File: config.mk
export PLATFORM = sky130hd
export DESIGN_NAME = processor_controller
export DESIGN_NICKNAME = d
export VERILOG_FILES = /design/src/rtl/processor_controller.sv
export SDC_FILE = /design/constraint.sdc
export NUM_CORES = 1
export LEC_CHECK = 0
export BUFFER_PORTS_ARGS = -buffer_cell sky130_fd_sc_hd__buf_4
export CORE_MARGIN = 2
export CORE_UTILIZATION = 56
export DETAILED_ROUTE_END_ITERATION = 8
export PLACE_DENSITY_LB_ADDON = 0.12
export REMOVE_ABC_BUFFERS = 1
export SLEW_MARGIN = 20
export SYNTH_ARGS = -nofsm -noshare
export SYNTH_HDL_FRONTEND = slang
export SYNTH_SLANG_ARGS = --single-unit
export TNS_END_PERCENT = 1
File: constraint.sdc
create_clock -name clk -period 3.4 [get_ports clk]
set_input_delay 0.51 -clock clk [delete_from_list [all_inputs] [get_ports clk]]
set_output_delay 0.51 -clock clk [all_outputs]
set_load 0.01 [all_outputs]
File: src/rtl/processor_controller.sv
// rtl/processor_controller.sv - multi-cycle control FSM for the 16-bit processor datapath
//
// Ports:
//   clk, reset          single clock; synchronous active-high reset
//   I_data              instruction ROM read data, valid the cycle after I_rd
//   PC_addr, I_rd       instruction ROM address / read enable
//   D_addr, D_wr        data memory address / write enable
//   RF_s                write-back select: 0 = ALU result, 1 = data memory read data
//   W_addr, W_en        register file write address / enable
//   Ra_addr, Rb_addr    register file read port addresses
//   ALU_op              0 = pass A, 1 = A+B, 2 = A-B
//   state_dbg, halted   current state encoding / HALT indicator
module processor_controller #(
  parameter int PC_W    = 7,
  parameter int DADDR_W = 8,
  parameter int RADDR_W = 4
) (
  input  logic               clk,
  input  logic               reset,
  input  logic [15:0]        I_data,
  output logic [PC_W-1:0]    PC_addr,
  output logic               I_rd,
  output logic [DADDR_W-1:0] D_addr,
  output logic               D_wr,
  output logic               RF_s,
  output logic [RADDR_W-1:0] W_addr,
  output logic               W_en,
  output logic [RADDR_W-1:0] Ra_addr,
  output logic [RADDR_W-1:0] Rb_addr,
  output logic [2:0]         ALU_op,
  output logic [3:0]         state_dbg,
  output logic               halted
);

  typedef enum logic [3:0] {
    S_INIT    = 4'd0,
    S_FETCH   = 4'd1,
    S_LOAD_IR = 4'd2,
    S_DECODE  = 4'd3,
    S_LOAD_A  = 4'd4,
    S_LOAD_B  = 4'd5,
    S_STORE_A = 4'd6,
    S_STORE_B = 4'd7,
    S_ADD_A   = 4'd8,
    S_ADD_B   = 4'd9,
    S_SUB_A   = 4'd10,
    S_SUB_B   = 4'd11,
    S_HALT    = 4'd12
  } state_t;

  state_t               state_q;
  logic [PC_W-1:0]      pc_q;
  logic [15:0]          ir_q;
  logic                 i_rd_q;
  logic [DADDR_W-1:0]   d_addr_q;
  logic                 d_wr_q;
  logic                 rf_s_q;
  logic [RADDR_W-1:0]   w_addr_q;
  logic                 w_en_q;
  logic [RADDR_W-1:0]   ra_addr_q;
  logic [RADDR_W-1:0]   rb_addr_q;
  logic [2:0]           alu_op_q;
  logic                 halted_q;
  logic [PC_W-1:0]      pc_d;

  assign pc_d = pc_q + PC_W'(1);

  // Outputs are registered: each transition loads the values that the
  // destination state presents, so every output is valid for the whole
  // cycle of its state. Addresses are only loaded on entry to their
  // defining state and otherwise keep their last value.
  always_ff @(posedge clk) begin
    if (reset) begin
      state_q   <= S_INIT;
      pc_q      <= '0;
      ir_q      <= '0;
      i_rd_q    <= 1'b0;
      d_addr_q  <= '0;
      d_wr_q    <= 1'b0;
      rf_s_q    <= 1'b0;
      w_addr_q  <= '0;
      w_en_q    <= 1'b0;
      ra_addr_q <= '0;
      rb_addr_q <= '0;
      alu_op_q  <= 3'd0;
      halted_q  <= 1'b0;
    end else begin
      // Enables are single-cycle pulses; only the transition that enters
      // their state raises them.
      i_rd_q <= 1'b0;
      w_en_q <= 1'b0;
      d_wr_q <= 1'b0;
      case (state_q)
        S_INIT: begin
          state_q <= S_FETCH;
          i_rd_q  <= 1'b1;
        end
        S_FETCH: begin
          state_q <= S_LOAD_IR;
        end
        S_LOAD_IR: begin
          // ROM data is valid here, one cycle after the FETCH read.
          ir_q    <= I_data;
          pc_q    <= pc_d;
          state_q <= S_DECODE;
        end
        S_DECODE: begin
          case (ir_q[15:12])
            4'd1: begin
              state_q  <= S_LOAD_A;
              d_addr_q <= DADDR_W'(ir_q[11:4]);
              rf_s_q   <= 1'b1;
            end
            4'd2: begin
              state_q   <= S_STORE_A;
              ra_addr_q <= RADDR_W'(ir_q[11:8]);
              d_addr_q  <= DADDR_W'(ir_q[7:0]);
            end
            4'd3: begin
              state_q   <= S_ADD_A;
              ra_addr_q <= RADDR_W'(ir_q[11:8]);
              rb_addr_q <= RADDR_W'(ir_q[7:4]);
              alu_op_q  <= 3'd1;
            end
            4'd4: begin
              state_q   <= S_SUB_A;
              ra_addr_q <= RADDR_W'(ir_q[11:8]);
              rb_addr_q <= RADDR_W'(ir_q[7:4]);
              alu_op_q  <= 3'd2;
            end
            4'd5: begin
              state_q  <= S_HALT;
              halted_q <= 1'b1;
            end
            default: begin
              // NOOP and unassigned opcodes go straight back to fetch.
              state_q <= S_FETCH;
              i_rd_q  <= 1'b1;
            end
          endcase
        end
        S_LOAD_A: begin
          // Data memory read issued in LOAD_A returns in LOAD_B.
          state_q  <= S_LOAD_B;
          w_addr_q <= RADDR_W'(ir_q[3:0]);
          w_en_q   <= 1'b1;
        end
        S_LOAD_B: begin
          state_q <= S_FETCH;
          i_rd_q  <= 1'b1;
          rf_s_q  <= 1'b0;
        end
        S_STORE_A: begin
          // Register read issued in STORE_A supplies write data in STORE_B.
          state_q <= S_STORE_B;
          d_wr_q  <= 1'b1;
        end
        S_STORE_B: begin
          state_q <= S_FETCH;
          i_rd_q  <= 1'b1;
        end
        S_ADD_A, S_SUB_A: begin
          state_q  <= (state_q == S_ADD_A) ? S_ADD_B : S_SUB_B;
          w_addr_q <= RADDR_W'(ir_q[3:0]);
          w_en_q   <= 1'b1;
          rf_s_q   <= 1'b0;
        end
        S_ADD_B, S_SUB_B: begin
          state_q <= S_FETCH;
          i_rd_q  <= 1'b1;
        end
        S_HALT: begin
          state_q <= S_HALT;
        end
        default: begin
          state_q <= S_INIT;
        end
      endcase
    end
  end

  assign PC_addr   = pc_q;
  assign I_rd      = i_rd_q;
  assign D_addr    = d_addr_q;
  assign D_wr      = d_wr_q;
  assign RF_s      = rf_s_q;
  assign W_addr    = w_addr_q;
  assign W_en      = w_en_q;
  assign Ra_addr   = ra_addr_q;
  assign Rb_addr   = rb_addr_q;
  assign ALU_op    = alu_op_q;
  assign state_dbg = state_q;
  assign halted    = halted_q;

endmodule
# Word level (Yosys, flattened, before mapping)
# Cells that the tools add are included.
# Widths: inputs -> output; s select.
# word_totals
reg_bits	55
input_bits	18
out_inout_bits	39
wordCells	60
# op_classes
addsub	1
eq_ne	18
muxes	11
n_reduce_logical	17
# ops
operator	count
$pmux 4 s8	1
$eq 4x3->1 const B	6
$eq 4x4->1 const B	5
$pmux 4 s5	1
$eq 4x2->1 const B	4
$pmux 8 s2	1
$reduce_and 2->1	6
$reduce_or 5->1	2
$reduce_or 3->1	3
$eq 4x1->1 const B	2
$add 7x1->7 const B	1
$pmux 3 s2	1
$reduce_bool 2->1	3
$logic_not 4->1	1
$mux 1	4
$pmux 1 s2	2
$reduce_or 2->1	2
$mux 2	1
$ne 2x2->1 const B	1

# Longest topological paths before layout
# logic_depth
word_depth	4
mapped_depth	6
mapped_depth_nobuf	5

# Least setup slack after synthesis
# No wires, ideal clock.
# synth_path
path_kind	reg2reg
from	reg ir_q[12]
to	reg rb_addr_q[0] (netlist: Rb_addr[0])
setup_time_ns	0.128
t_arrival_ns	1.452
required_ns	3.272
setup_slack_ns	1.821
path_stages_with_launch	6
path_buffers	1
period_less_slack_ns	1.579
path_cell_list	dfxtp_1 buf_6 or3b_4 a211oi_4 mux2i_1 nor2_1
# synth_via
elab_chain_len	3
elab_cells_between_ends	4
cone_classes	eq/ne: 2; reduce/logical: 2
# synth_rtl
item	line	rtl
from (decl)	53	logic [15:0] ir_q;
from (signal assigned)	103	ir_q <= I_data;
$eq 4x3->1 / $eq 4x2->1 (equally long branches)	108	case (ir_q[15:12])
$reduce_or 2->1 (no line) *	n/a	
$reduce_and 2->1 (no line) *	n/a	
to (signal assigned)	122	rb_addr_q <= RADDR_W'(ir_q[7:4]);
to (signal assigned)	128	rb_addr_q <= RADDR_W'(ir_q[7:4]);
to (decl)	61	logic [RADDR_W-1:0] rb_addr_q;
# Mark *: on every way between the ends. The rest lies on a longest branch, timed or not.
# A chain may end at the register's enable or synchronous reset.

# Worst setup path after layout
# layout_path
from	reg state_q[0] (netlist: state_dbg[0])
to	reg d_addr_q[6] (netlist: D_addr[6])
# layout_via
elab_chain_len	2
# layout_rtl
item	line	rtl
from (decl)	51	state_t state_q;
from (signal assigned)	163	state_q <= (state_q == S_ADD_A) ? S_ADD_B : S_SUB_B;
$eq 4x2->1	93	case (state_q)
$reduce_and 2->1 (no line)	n/a	
to (signal assigned)	111	d_addr_q <= DADDR_W'(ir_q[11:4]);
to (signal assigned)	117	d_addr_q <= DADDR_W'(ir_q[7:0]);
to (decl)	55	logic [DADDR_W-1:0] d_addr_q;
# No other way between the ends.

==> flow_summary.yaml <==
placement:
  io_buffer_count: 55
  place_hpwl_mm: 3.18
  gp_congestion: 0.807
  dpl_cell_area_sq_mm: 0.00273
  dp_slack_ps: 1300
timing:
  tns_ps: 0
  fin_crit_sh_pct: 62.0
  slew_viol_final: 0
  rsz0062_at_grt: "false"
  setup_viol: 0
  final_hold_viol_count: 0
  finalClockSkew_ps: 7.71
  fin_crit_ps: 2110
  setup_ws_ps: 1290
  slew_headroom_pct: 39.7
  clock.fmax_mhz: 474
  worst_slew_pin_slew_ps: 901
floorplan:
  core-area_sq_mm: 0.00400
  die_x_microns: 68.6
  start_util_pct: 58.5
  io_pins: 57
  chipHeight_microns: 68.6
  die_area_sq_mm: 0.00471
  row_count: 23
synthesis:
  synthCells: 258
  synth_top_area_share_pct: 46.2
  synth_edf_count: 0
  syn_avg_cell_area_sq_um: 9.06
  ys_async_sr_fraction_pct: 0
  synth.largest_area_cell: "dfxtp_1"
  ys_top_cells_by_area: "dfxtp_1 46%, mux2i_1 8.6%, nand2_1 6.7%, nor2_1 5.8%, a21oi_1 5.1%"
  yosysSeqAreaShare_pct: 46.2
  ys_warn_count: 0
  synth_seq_cells: 54
  synth_cell_type_count: 45
  syn_area_sq_mm: 0.00234
  ys.flop_type: "dfxtp_1"
  yosysMostFrequentCell: "dfxtp_1"
  synthTopCellsByCount: "54 x dfxtp_1, 42 x nand2_1, 36 x nor2_1"
critical_path:
  worstPathArrival_ps: 2340
  max_stage_delay_ps: 740
  required_ps: 3630
  crit_fanout: 16
  endpoint_kind: "flop"
  worst_setup_path_start_kind: "flop"
  critical-path-slowest-cell: "nor4_4"
  worstPathCellList: "nand4bb_4, nor4_4, nor2_1, a211oi_2"
  worstSetupPathType: "reg -> reg"
clocking:
  postCtsHoldBufs: 0
  clockRootBuffer: "clkbuf_8"
  path_clk_slew_ps: 100
  clockBufferDepth: 2
  clk_latency_ps: 310
  cts_resized: 0
  cts_tree: "built"
  numCtsBuffers: 5
  post_cts_buffers: 0
  htreeDepth: 2
  clock-sinks: 54
final_layout:
  fin_nets: 321
  syn_to_final_growth_pct: 21.9
  fillers: 325
  final_util_pct: 71.3
  fin_area_sq_mm: 0.00285
  drive_gt1_share_pct: 25.7
  antenna_cells: 0
  regArea_sq_mm: 0.00108
  multiInputGateArea_sq_mm: 0.00116
detailed_routing:
  drc: 0
  first_iter_violations: 106
  drt_wl_total_mm: 4.68
  drt_pass1_iterations: 4
  vias: 1858
  wl_per_cell_microns: 13.3
  via_per_inst: 5.26
  drtAntennaViolNets: 0
pwr:
  power_w: 0.00124
  power_frac_clock_pct: 36.3
  p_int_w: 0.000946
  ir_drop_mv: 0.277
  comb_power_share_pct: 9.3
  sw_frac_of_total_pct: 24.0
  seq_power_share_pct: 54.4
  power.switching_w: 0.000299
  powerDensity_mw_per_mm2: 437
  p_leak_nw: 1.07
global_routing:
  antenna_found_initial: 0
  overflow: 0
  grt_max_degree: 53
  grt_pass1_wl_mm: 7.36
  grt_pass1_vias: 1559
  grt_usage_pct: 21.0
run_status:
  status: "finished clean"
worst_hold_path:
  min_path_type: "in -> reg"
job:
  cap_violations: 0
per-layer routing:
layer / global-route usage, % / share of wire [%] / vias to the layer above
li1: - / - / 969
met1: 29.5 / 49 / 831
met2: 31.0 / 43 / 53
met3: 5.84 / 6.3 / 5
met4: 7.00 / 1.1 / 0
met5: 0 / 0 / -
critical path: cells and delay by family (launching register included):
kind,cells,cell delay [ps]
AOI/OAI and AO/OA,1,220
and+or+nand+nor,3,1130
DFF,1,690
cells in the final DEF, fill, tap and decap left out, types with 3 or more instances in the layout:
cell type,n
dfxtp_1,54
clkbuf_8,6
a21oi_1,24
o21ai_0,3
nand2b_1,3
a211oi_1,6
nor2b_1,3
mux2i_1,20
nor3_1,3
xor2_1,5
nand2_1,42
buf_4,56
nor2_1,36
power by group through the flow:
stage | logic (W) | clock network, W | registers (W)
after floorplan | 0.0000628 | 0 | 0.000689
after global placement | 0.000113 | 0 | 0.000692
after detailed placement | 0.000115 | 0 | 0.000692
after CTS | 0.000116 | 0.000460 | 0.000677
after global routing | 0.000127 | 0.000493 | 0.000681
final | 0.000115 | 0.000452 | 0.000678
through the flow:
step	hold slack [ps]	std cells
finish	439	353
global route	427	353
CTS	438	353
detailed placement	464	345
global placement	455	345
floorplan	442	239
registers in the layout, indices dropped and copies added, names as in the netlist:
| register | count |
|---|---|
| RF_s | 1 |
| Ra_addr | 4 |
| I_rd | 1 |
| ALU_op | 2 |
| ir_q | 16 |
| D_addr | 8 |
| halted | 1 |
| W_addr | 4 |
| Rb_addr | 4 |
| PC_addr | 7 |
| D_wr | 1 |
| state_dbg | 4 |
| W_en | 1 |
cell type report:
class	count	area share (%)
Tap cell	50	2.19
Sequential cell	54	37.9
Clock buffer	6	2.90
Inverter	2	0.263
Multi-Input combinational cell	183	40.6
Clock inverter	2	1.36
Timing Repair Buffer	56	14.7
worst paths after layout:
kind                                   start  cells past startpoint         to  slack [ps]
worst max register to register  state_dbg[0]                      4  D_addr[6]        1290
worst min-delay path              I_data[11]                      3   ir_q[11]         440
worst max-delay path            state_dbg[0]                      4  D_addr[6]        1290
worst min register to register        halted                      2     halted         480
kinds of logic (layout without fill, tap and decap cells):
kind of cell / Yosys count / in the layout / synth area share (%)
AND/OR/NAND/NOR: 108 / 108 / 23.6
flip-flops: 54 / 54 / 46.2
AO/OA/AOI/OAI: 46 / 46 / 13.6
buffers and inverters: 21 / 66 / 4.65
multiplexers: 20 / 20 / 8.56
XOR/XNOR: 7 / 7 / 2.62
adder cells (fa/ha/maj): 1 / 1 / 0.535
other: 1 / 1 / 0.160
Power figures use the tool's default switching activity.
